[src/rtl/iir_coeff_if.sv]
// Coefficient write port of the biquad loader: valid/ready write plus commit request.
// The master side issues writes and commits. The slave side (the loader) returns ready and the write-error pulse.
interface iir_coeff_if #(
  parameter int SECT_IDX_WIDTH = 2,
  parameter int COEFF_WIDTH    = 32
);
  logic                      cfg_valid;
  logic                      cfg_ready;
  logic [SECT_IDX_WIDTH-1:0] cfg_sect;
  logic [2:0]                cfg_sel;
  logic [COEFF_WIDTH-1:0]    cfg_data;
  logic                      cfg_commit;
  logic                      cfg_err;

  modport master (
    output cfg_valid, cfg_sect, cfg_sel, cfg_data, cfg_commit,
    input  cfg_ready, cfg_err
  );

  modport slave (
    input  cfg_valid, cfg_sect, cfg_sel, cfg_data, cfg_commit,
    output cfg_ready, cfg_err
  );
endinterface

[src/rtl/iir_coeff_loader.sv]
// Shadow/active coefficient banks for a biquad cascade; commit is atomic on a sample strobe.
// Writes land one edge after acceptance; coeff_* swap on the strobe edge; cfg_ready is low while a commit is in flight.
module iir_coeff_loader #(
  parameter int COEFF_WIDTH    = 32,
  parameter int NUM_SECTIONS   = 4,
  parameter int SECT_IDX_WIDTH = 2,
  parameter int SCALE_SHIFT    = 20
) (
  input  logic                                clk,
  input  logic                                rst_n,
  iir_coeff_if.slave                          cfg,
  input  logic                                sample_strobe,
  output logic [NUM_SECTIONS*COEFF_WIDTH-1:0] coeff_b0,
  output logic [NUM_SECTIONS*COEFF_WIDTH-1:0] coeff_b1,
  output logic [NUM_SECTIONS*COEFF_WIDTH-1:0] coeff_b2,
  output logic [NUM_SECTIONS*COEFF_WIDTH-1:0] coeff_a1,
  output logic [NUM_SECTIONS*COEFF_WIDTH-1:0] coeff_a2,
  output logic                                commit_pending,
  output logic                                commit_done
);

  typedef enum logic [1:0] {IDLE, PENDING, DONE} state_t;
  typedef logic [COEFF_WIDTH-1:0] coeff_t;

  localparam coeff_t UNITY = COEFF_WIDTH'(1) << SCALE_SHIFT;

  state_t state;
  coeff_t shadow [NUM_SECTIONS][5];
  coeff_t active [NUM_SECTIONS][5];

  logic wr_ok;
  assign wr_ok = (cfg.cfg_sel <= 3'd4) && (int'(cfg.cfg_sect) < NUM_SECTIONS);

  always_ff @(posedge clk or negedge rst_n) begin
    if (!rst_n) begin
      state          <= IDLE;
      cfg.cfg_ready  <= 1'b1;
      cfg.cfg_err    <= 1'b0;
      commit_pending <= 1'b0;
      commit_done    <= 1'b0;
      for (int s = 0; s < NUM_SECTIONS; s++) begin
        for (int c = 0; c < 5; c++) begin
          shadow[s][c] <= (c == 0) ? UNITY : '0;
          active[s][c] <= (c == 0) ? UNITY : '0;
        end
      end
    end else begin
      cfg.cfg_err <= 1'b0;
      commit_done <= 1'b0;
      case (state)
        IDLE: begin
          if (cfg.cfg_valid) begin
            cfg.cfg_err <= !wr_ok;
            for (int s = 0; s < NUM_SECTIONS; s++) begin
              for (int c = 0; c < 5; c++) begin
                if (wr_ok && cfg.cfg_sect == SECT_IDX_WIDTH'(s) && cfg.cfg_sel == 3'(c))
                  shadow[s][c] <= cfg.cfg_data;
              end
            end
          end
          // A strobe seen here is deliberately ignored, even alongside cfg_commit.
          if (cfg.cfg_commit) begin
            state          <= PENDING;
            cfg.cfg_ready  <= 1'b0;
            commit_pending <= 1'b1;
          end
        end
        PENDING: begin
          if (sample_strobe) begin
            for (int s = 0; s < NUM_SECTIONS; s++) begin
              for (int c = 0; c < 5; c++) begin
                active[s][c] <= shadow[s][c];
              end
            end
            state          <= DONE;
            commit_pending <= 1'b0;
            commit_done    <= 1'b1;
          end
        end
        DONE: begin
          state         <= IDLE;
          cfg.cfg_ready <= 1'b1;
        end
        default: begin
          state          <= IDLE;
          cfg.cfg_ready  <= 1'b1;
          commit_pending <= 1'b0;
        end
      endcase
    end
  end

  for (genvar k = 0; k < NUM_SECTIONS; k++) begin : g_out
    assign coeff_b0[k*COEFF_WIDTH +: COEFF_WIDTH] = active[k][0];
    assign coeff_b1[k*COEFF_WIDTH +: COEFF_WIDTH] = active[k][1];
    assign coeff_b2[k*COEFF_WIDTH +: COEFF_WIDTH] = active[k][2];
    assign coeff_a1[k*COEFF_WIDTH +: COEFF_WIDTH] = active[k][3];
    assign coeff_a2[k*COEFF_WIDTH +: COEFF_WIDTH] = active[k][4];
  end

endmodule

[src/flat_wrapper.sv]
// flat-port wrapper written by rule: the top's interface ports become plain ports
module iir_coeff_loader_flat 
#(
  parameter int COEFF_WIDTH    = 32,
  parameter int NUM_SECTIONS   = 4,
  parameter int SECT_IDX_WIDTH = 2,
  parameter int SCALE_SHIFT    = 20
)
  (clk, rst_n, sample_strobe, coeff_b0, coeff_b1, coeff_b2, coeff_a1, coeff_a2, commit_pending, commit_done, cfg_cfg_valid, cfg_cfg_sect, cfg_cfg_sel, cfg_cfg_data, cfg_cfg_commit, cfg_cfg_ready, cfg_cfg_err);
  iir_coeff_if #(.SECT_IDX_WIDTH(SECT_IDX_WIDTH), .COEFF_WIDTH(COEFF_WIDTH)) cfg_i ();
  input  logic clk;
  input  logic rst_n;
  input  logic sample_strobe;
  output logic [NUM_SECTIONS*COEFF_WIDTH-1:0] coeff_b0;
  output logic [NUM_SECTIONS*COEFF_WIDTH-1:0] coeff_b1;
  output logic [NUM_SECTIONS*COEFF_WIDTH-1:0] coeff_b2;
  output logic [NUM_SECTIONS*COEFF_WIDTH-1:0] coeff_a1;
  output logic [NUM_SECTIONS*COEFF_WIDTH-1:0] coeff_a2;
  output logic commit_pending;
  output logic commit_done;
  input wire logic [$bits(cfg_i.cfg_valid)-1:0] cfg_cfg_valid;
  input wire logic [$bits(cfg_i.cfg_sect)-1:0] cfg_cfg_sect;
  input wire logic [$bits(cfg_i.cfg_sel)-1:0] cfg_cfg_sel;
  input wire logic [$bits(cfg_i.cfg_data)-1:0] cfg_cfg_data;
  input wire logic [$bits(cfg_i.cfg_commit)-1:0] cfg_cfg_commit;
  output wire logic [$bits(cfg_i.cfg_ready)-1:0] cfg_cfg_ready;
  output wire logic [$bits(cfg_i.cfg_err)-1:0] cfg_cfg_err;
  assign cfg_i.cfg_valid = cfg_cfg_valid;
  assign cfg_i.cfg_sect = cfg_cfg_sect;
  assign cfg_i.cfg_sel = cfg_cfg_sel;
  assign cfg_i.cfg_data = cfg_cfg_data;
  assign cfg_i.cfg_commit = cfg_cfg_commit;
  assign cfg_cfg_ready = cfg_i.cfg_ready;
  assign cfg_cfg_err = cfg_i.cfg_err;
  iir_coeff_loader #(.COEFF_WIDTH(COEFF_WIDTH), .NUM_SECTIONS(NUM_SECTIONS), .SECT_IDX_WIDTH(SECT_IDX_WIDTH), .SCALE_SHIFT(SCALE_SHIFT)) u_core (.clk(clk), .rst_n(rst_n), .cfg(cfg_i), .sample_strobe(sample_strobe), .coeff_b0(coeff_b0), .coeff_b1(coeff_b1), .coeff_b2(coeff_b2), .coeff_a1(coeff_a1), .coeff_a2(coeff_a2), .commit_pending(commit_pending), .commit_done(commit_done));
endmodule
[config.mk]
export PLATFORM = sky130hd
export DESIGN_NAME = iir_coeff_loader_flat
export DESIGN_NICKNAME = d
export VERILOG_FILES = /design/src/rtl/iir_coeff_if.sv /design/src/rtl/iir_coeff_loader.sv /design/src/flat_wrapper.sv
export SDC_FILE = /design/constraint.sdc
export NUM_CORES = 2
export LEC_CHECK = 0
export CORE_ASPECT_RATIO = 1.25
export CORE_UTILIZATION = 45
export DETAILED_ROUTE_END_ITERATION = 8
export PLACE_DENSITY = 0.65
export SYNTH_ARGS = -nofsm -noshare
export SYNTH_HDL_FRONTEND = slang
export SYNTH_SLANG_ARGS = --single-unit
[constraint.sdc]
create_clock -name clk -period 6 [get_ports clk]
set_clock_uncertainty 0.15 [all_clocks]
set_input_delay 1.2 -clock clk [delete_from_list [all_inputs] [get_ports clk]]
set_output_delay 1.2 -clock clk [all_outputs]
set_load 0.02 [all_outputs]
Yosys cells after proc, flatten, opt, wreduce, memory -nomap -nowiden --
Index checks and enable logic that the tools add are counted.
Word-level totals: bits in registers 1286, input port bits 42, output and inout bits 644
Cells by class: magnitude comparators 1, eq/ne operators 11, multiplexer cells 12, bitwise logic cells 2, reductions and logical operators 52
Operator list (count):
- $reduce_and 3->1 | 21
- $logic_and 1x1->1 | 24
- $mux 1 | 7
- $eq 2x2->1 const B | 3
- $eq 3x2->1 const B | 2
- $reduce_and 2->1 | 3
- $eq 2x1->1 const B | 2
- $logic_not 2->1 | 2
- $mux 2 | 2
- $ne 2x2->1 const B | 2
- $pmux 2 s2 | 1
- $eq 3x1->1 const B | 1
- $eq 3x3->1 const B | 1
- $le 3x3->1 const B | 1
- $logic_not 3->1 | 1
- $pmux 1 s3 | 1
- $not 1->1 | 2
- $pmux 1 s2 | 1
- $logic_not 1->1 | 1

Depth between registers and ports, before layout --
word-level depth 4, mapped depth 8

Worst setup path after synthesis --
Ideal clock, no wire load.
kind input to register, start input cfg_cfg_sel[2], end register u_core.shadow[353] (netlist name), library setup time 0.125 ns, data arrival time 2.685 ns, data required time 5.725 ns, setup slack 3.041 ns, stages 4, path through or4b_1 -> nor4b_4 -> buf_4 -> mux2_2
Between the ends: word-level cells in the longest chain between the ends 4, elaborated cells between the ends (all ways) 5
RTL lines:
- start: declaration | RTL line flat_wrapper.sv:23 | input wire logic [$bits(cfg_i.cfg_sel)-1:0] cfg_cfg_sel;
- $le 3x3->1 | RTL line iir_coeff_loader.sv:32 | assign wr_ok = (cfg.cfg_sel <= 3'd4) && (int'(cfg.cfg_sect) < NUM_SECTIONS);
- $logic_and 1x1->1 | RTL line iir_coeff_loader.sv:56 | if (wr_ok && cfg.cfg_sect == SECT_IDX_WIDTH'(s) && cfg.cfg_sel == 3'(c))
- $logic_and 1x1->1 * | RTL line iir_coeff_loader.sv:56
- $reduce_and 3->1 (no line) *
- end signal: indexed assignment | RTL line iir_coeff_loader.sv:43 | shadow[s][c] <= (c == 0) ? UNITY : '0;
- end signal: indexed assignment | RTL line iir_coeff_loader.sv:57 | shadow[s][c] <= cfg.cfg_data;
- end: declaration | RTL line iir_coeff_loader.sv:28 | coeff_t shadow [NUM_SECTIONS][5];
Mark *: on every way between the ends. The rest lies on a longest branch, timed or not. A chain may end at the register's enable or synchronous reset.

Final worst setup path --
start input cfg_cfg_sel[2], end register u_core.shadow[371] (netlist name)
The elaborated chain is that of the path after synthesis.

==> metrics <==
outcome=finished clean; Routed wire per std cell=between 20 and 30 um; Cell variety after synth=29; post-synthesis sequential area ratio=67.3%; floorplan die area=between 100000 and 150000 sq um; largest net degree at the start of global routing=168; endpoint kind of the worst setup timing path=register; setup bufs post-CTS=0; Synth async-reset ratio=100%; Gate Count Post-Synth=~2.8k; standard cell core area=~110000 sq um; Setup TNS=0 ps; Syn Nets=approximately 2.9k; RSZ-0062 raised after global routing=false; cell count after placement=between 4k and 5k; mean number of vias per cell=between 5 and 6; Total GRT Usage=approximately a quarter; max capacitance violation total=0; Critical Path AT=approximately 4200 ps; number of buffer cells added on primary ports=between 600 and 700; worst-path cell chain=clkdlybuf4s50_1 -> or4b_1 -> nor4b_4 -> buf_4 -> mux2_2; worst min-delay path class=primary input to async pin; detailed-routing iteration count for the pre-antenna-repair pass=5; root buffer cell=clkbuf_16; count of non-filler cells in the finished layout=between 5k and 6k; first-pass GRT wire length=199000 um; global placer's final weighted congestion=0.793; path depth of the worst reg2reg path=4; power density relative to cell area=532 nW/um^2; number of slew-limit violations in the final report=0; library cell with the highest instance count after synthesis=dfrtp_1; routed via count=between 20k and 30k; data required time of the critical path=~6500 ps; Antenna Nets Post-Route=0; flops & latches, synth=approximately 1.3k; top-level port count=686; Post-synth EDFFs=0; logic gate share of total power=about 33%; share of power burned in registers=between 40% and 50%; CTS H-tree lvls=4; Period Utilization, post-route=between 60% and 70%; Setup Viol. Count Final=0; critical-path maximum fanout=21; fraction of post-synthesis cell area in the top cell type by area=between 60% and 70%; TritonCTS clock tree=built; horizontal die dimension=294 um; worst relative slew slack=~22%; Post-Synthesis Mean Instance Area=17.0 sq um; HPWL after detailed placement=87700 um; dominant synthesized flop cell=dfrtp_1; Slowest Stage Delay on Critical Path=890 ps; cell taking the most area after synthesis=dfrtp_1; design internal power=between 0.02 and 0.025 W; Layout Nets=3520; Iteration-0 DRC Markers=1389; CTS Hold Bufs=0; Bufs on Longest Clock Path=3; area growth from synthesis to layout=26.3%; net switching power of the design=0.0103 W; main area contributors after synthesis=dfrtp_1, mux2_2, buf_2, dfstp_2, buf_1; global-route congestion overflow total=0; static leakage power=between 20 and 30 nW; Die Y=about 370 um; DRC=0; clock buffers created by TritonCTS=131; WL final=approximately 140000 um; count of instances resized after the clock tree is built=0; vias in the first global route=roughly 29k; Yosys warning total=0; count of clock tree sinks=approximately 1.3k; hold violation total from the final report=0; netlist area before placement=47800 sq um; layout cell share with drive strength beyond 1=44.0%; number of rows in the core area=133; critical path's slowest cell=nor4b_4; clock insertion delay at the later pin of the skew report=between 700 and 800 ps; antenna violations before repair=23; highest attainable clock frequency=around 260 MHz; Post-synth top cells=dfrtp_1, mux2_2, buf_2; switching share of total power=between 30% and 40%; crit path launch type=primary input; Worst VDD drop=~0.00035 V; minimum period implied by the final worst setup slack=roughly 3800 ps; clock network power share=~26%; Clock transition at path regs=roughly 60 ps; critical setup path kind=primary input to register; initial core utilization=a little under half; Worst-Margin Slew=~1200 ps
==> through the flow <==
stage	hold WS (ps)	utilization [%]	setup slack (ps)	cell area (sq um)	total power, W
2_1_floorplan	304	-	3040	47800	0.0181
3_3_place_gp	317	53.2	1550	56000	0.0237
3_5_place_dp	336	53.2	1480	56000	0.0240
4_1_cts	280	57.4	2280	60400	0.0324
5_1_grt	292	57.4	2160	60400	0.0335
6_report	245	57.4	2220	60400	0.0321
==> worst max-delay path: cells and delay by family <==
family / cells / cell delay [ps]
and+or+nand+nor: 2 / 1610
buffers and inverters: 2 / 1030
muxes: 1 / 390
==> worst paths after layout <==
path / startpoint / to / slack, ps
setup / recovery: cfg_cfg_sel[2] / u_core.shadow[371]$_DFFE_PN0P_ / 2220
hold / removal: rst_n / u_core.coeff_b1[110]$_DFFE_PN0P_ / 250
setup reg to reg: u_core.state[1]$_DFFE_PN0P_ / u_core.shadow[371]$_DFFE_PN0P_ / 2610
hold reg to reg: u_core.shadow[244]$_DFFE_PN0P_ / u_core.coeff_b2[84]$_DFFE_PN0P_ / 330
max in group asynchronous: rst_n / u_core.shadow[488]$_DFFE_PN0P_ / 3930
min in group clk: u_core.shadow[244]$_DFFE_PN0P_ / u_core.coeff_b2[84]$_DFFE_PN0P_ / 330
==> cells in the final DEF, fill, tap and decap left out, types with 3 or more instances in the layout <==
master           instances
dfrtp_1               1277
mux2_2                1276
clkdlybuf4s50_1        661
clkbuf_16              137
clkbuf_1                39
buf_4                   36
buf_2                   23
clkbuf_8                22
clkinv_2                18
buf_12                  11
nand2_2                  9
bufinv_16                9
dfstp_2                  9
nor2_4                   6
diode_2                  5
inv_6                    5
mux2_1                   4
nor4b_1                  3
nand2b_1                 3
nand4_1                  3
clkinv_8                 3
==> sequential cells by signal, indices dropped and copies added, names as in the netlist <==
name                   flops
u_core.shadow            640
u_core.coeff_a1          128
u_core.coeff_a2          128
u_core.coeff_b0          128
u_core.coeff_b1          128
u_core.coeff_b2          128
u_core.state               2
u_core.cfg.cfg_err         1
u_core.cfg.cfg_ready       1
u_core.commit_done         1
u_core.commit_pending      1
==> cell families after synthesis <==
logic type / after synthesis / share of synthesized area [%]
compound gates: 5 / 0.0654
buf+inv: 203 / 1.94
flops: 1286 / 67.3
mux: 1280 / 30.1
simple gates: 39 / 0.581
==> per-layer routing <==
| layer | up-vias | track usage (%) | routed length (um) | part of all wire, % |
|---|---|---|---|---|
| met5 | - | 0 | 44 | 0.032 |
| li1 | 11220 | - | - | - |
| met4 | 6 | 11.0 | 5630 | 4.1 |
| met3 | 239 | 8.53 | 11800 | 8.7 |
| met1 | 14297 | 31.4 | 53100 | 39 |
| met2 | 855 | 40.8 | 65300 | 48 |
==> power groups by stage <==
stage / sequential (W) / combinational (W) / clock (W)
after CTS: 0.0133 / 0.0107 / 0.00846
after floorplan: 0.0152 / 0.00296 / 0
final: 0.0132 / 0.0106 / 0.00828
after global routing: 0.0136 / 0.0111 / 0.00882
after global placement: 0.0132 / 0.0105 / 0
after detailed placement: 0.0134 / 0.0107 / 0
==> area by class of cell <==
cell class	instances	area, sq um
well taps	1417	1770
flip-flops and latches	1286	32200
inverters	3	18.8
clock inverters	40	515
diodes	5	12.5
repair buffers	732	7250
fillers	8193	44900
multi-input cells	1324	14800
clock buffers	198	3880
(Power assumes the default switching activity.)
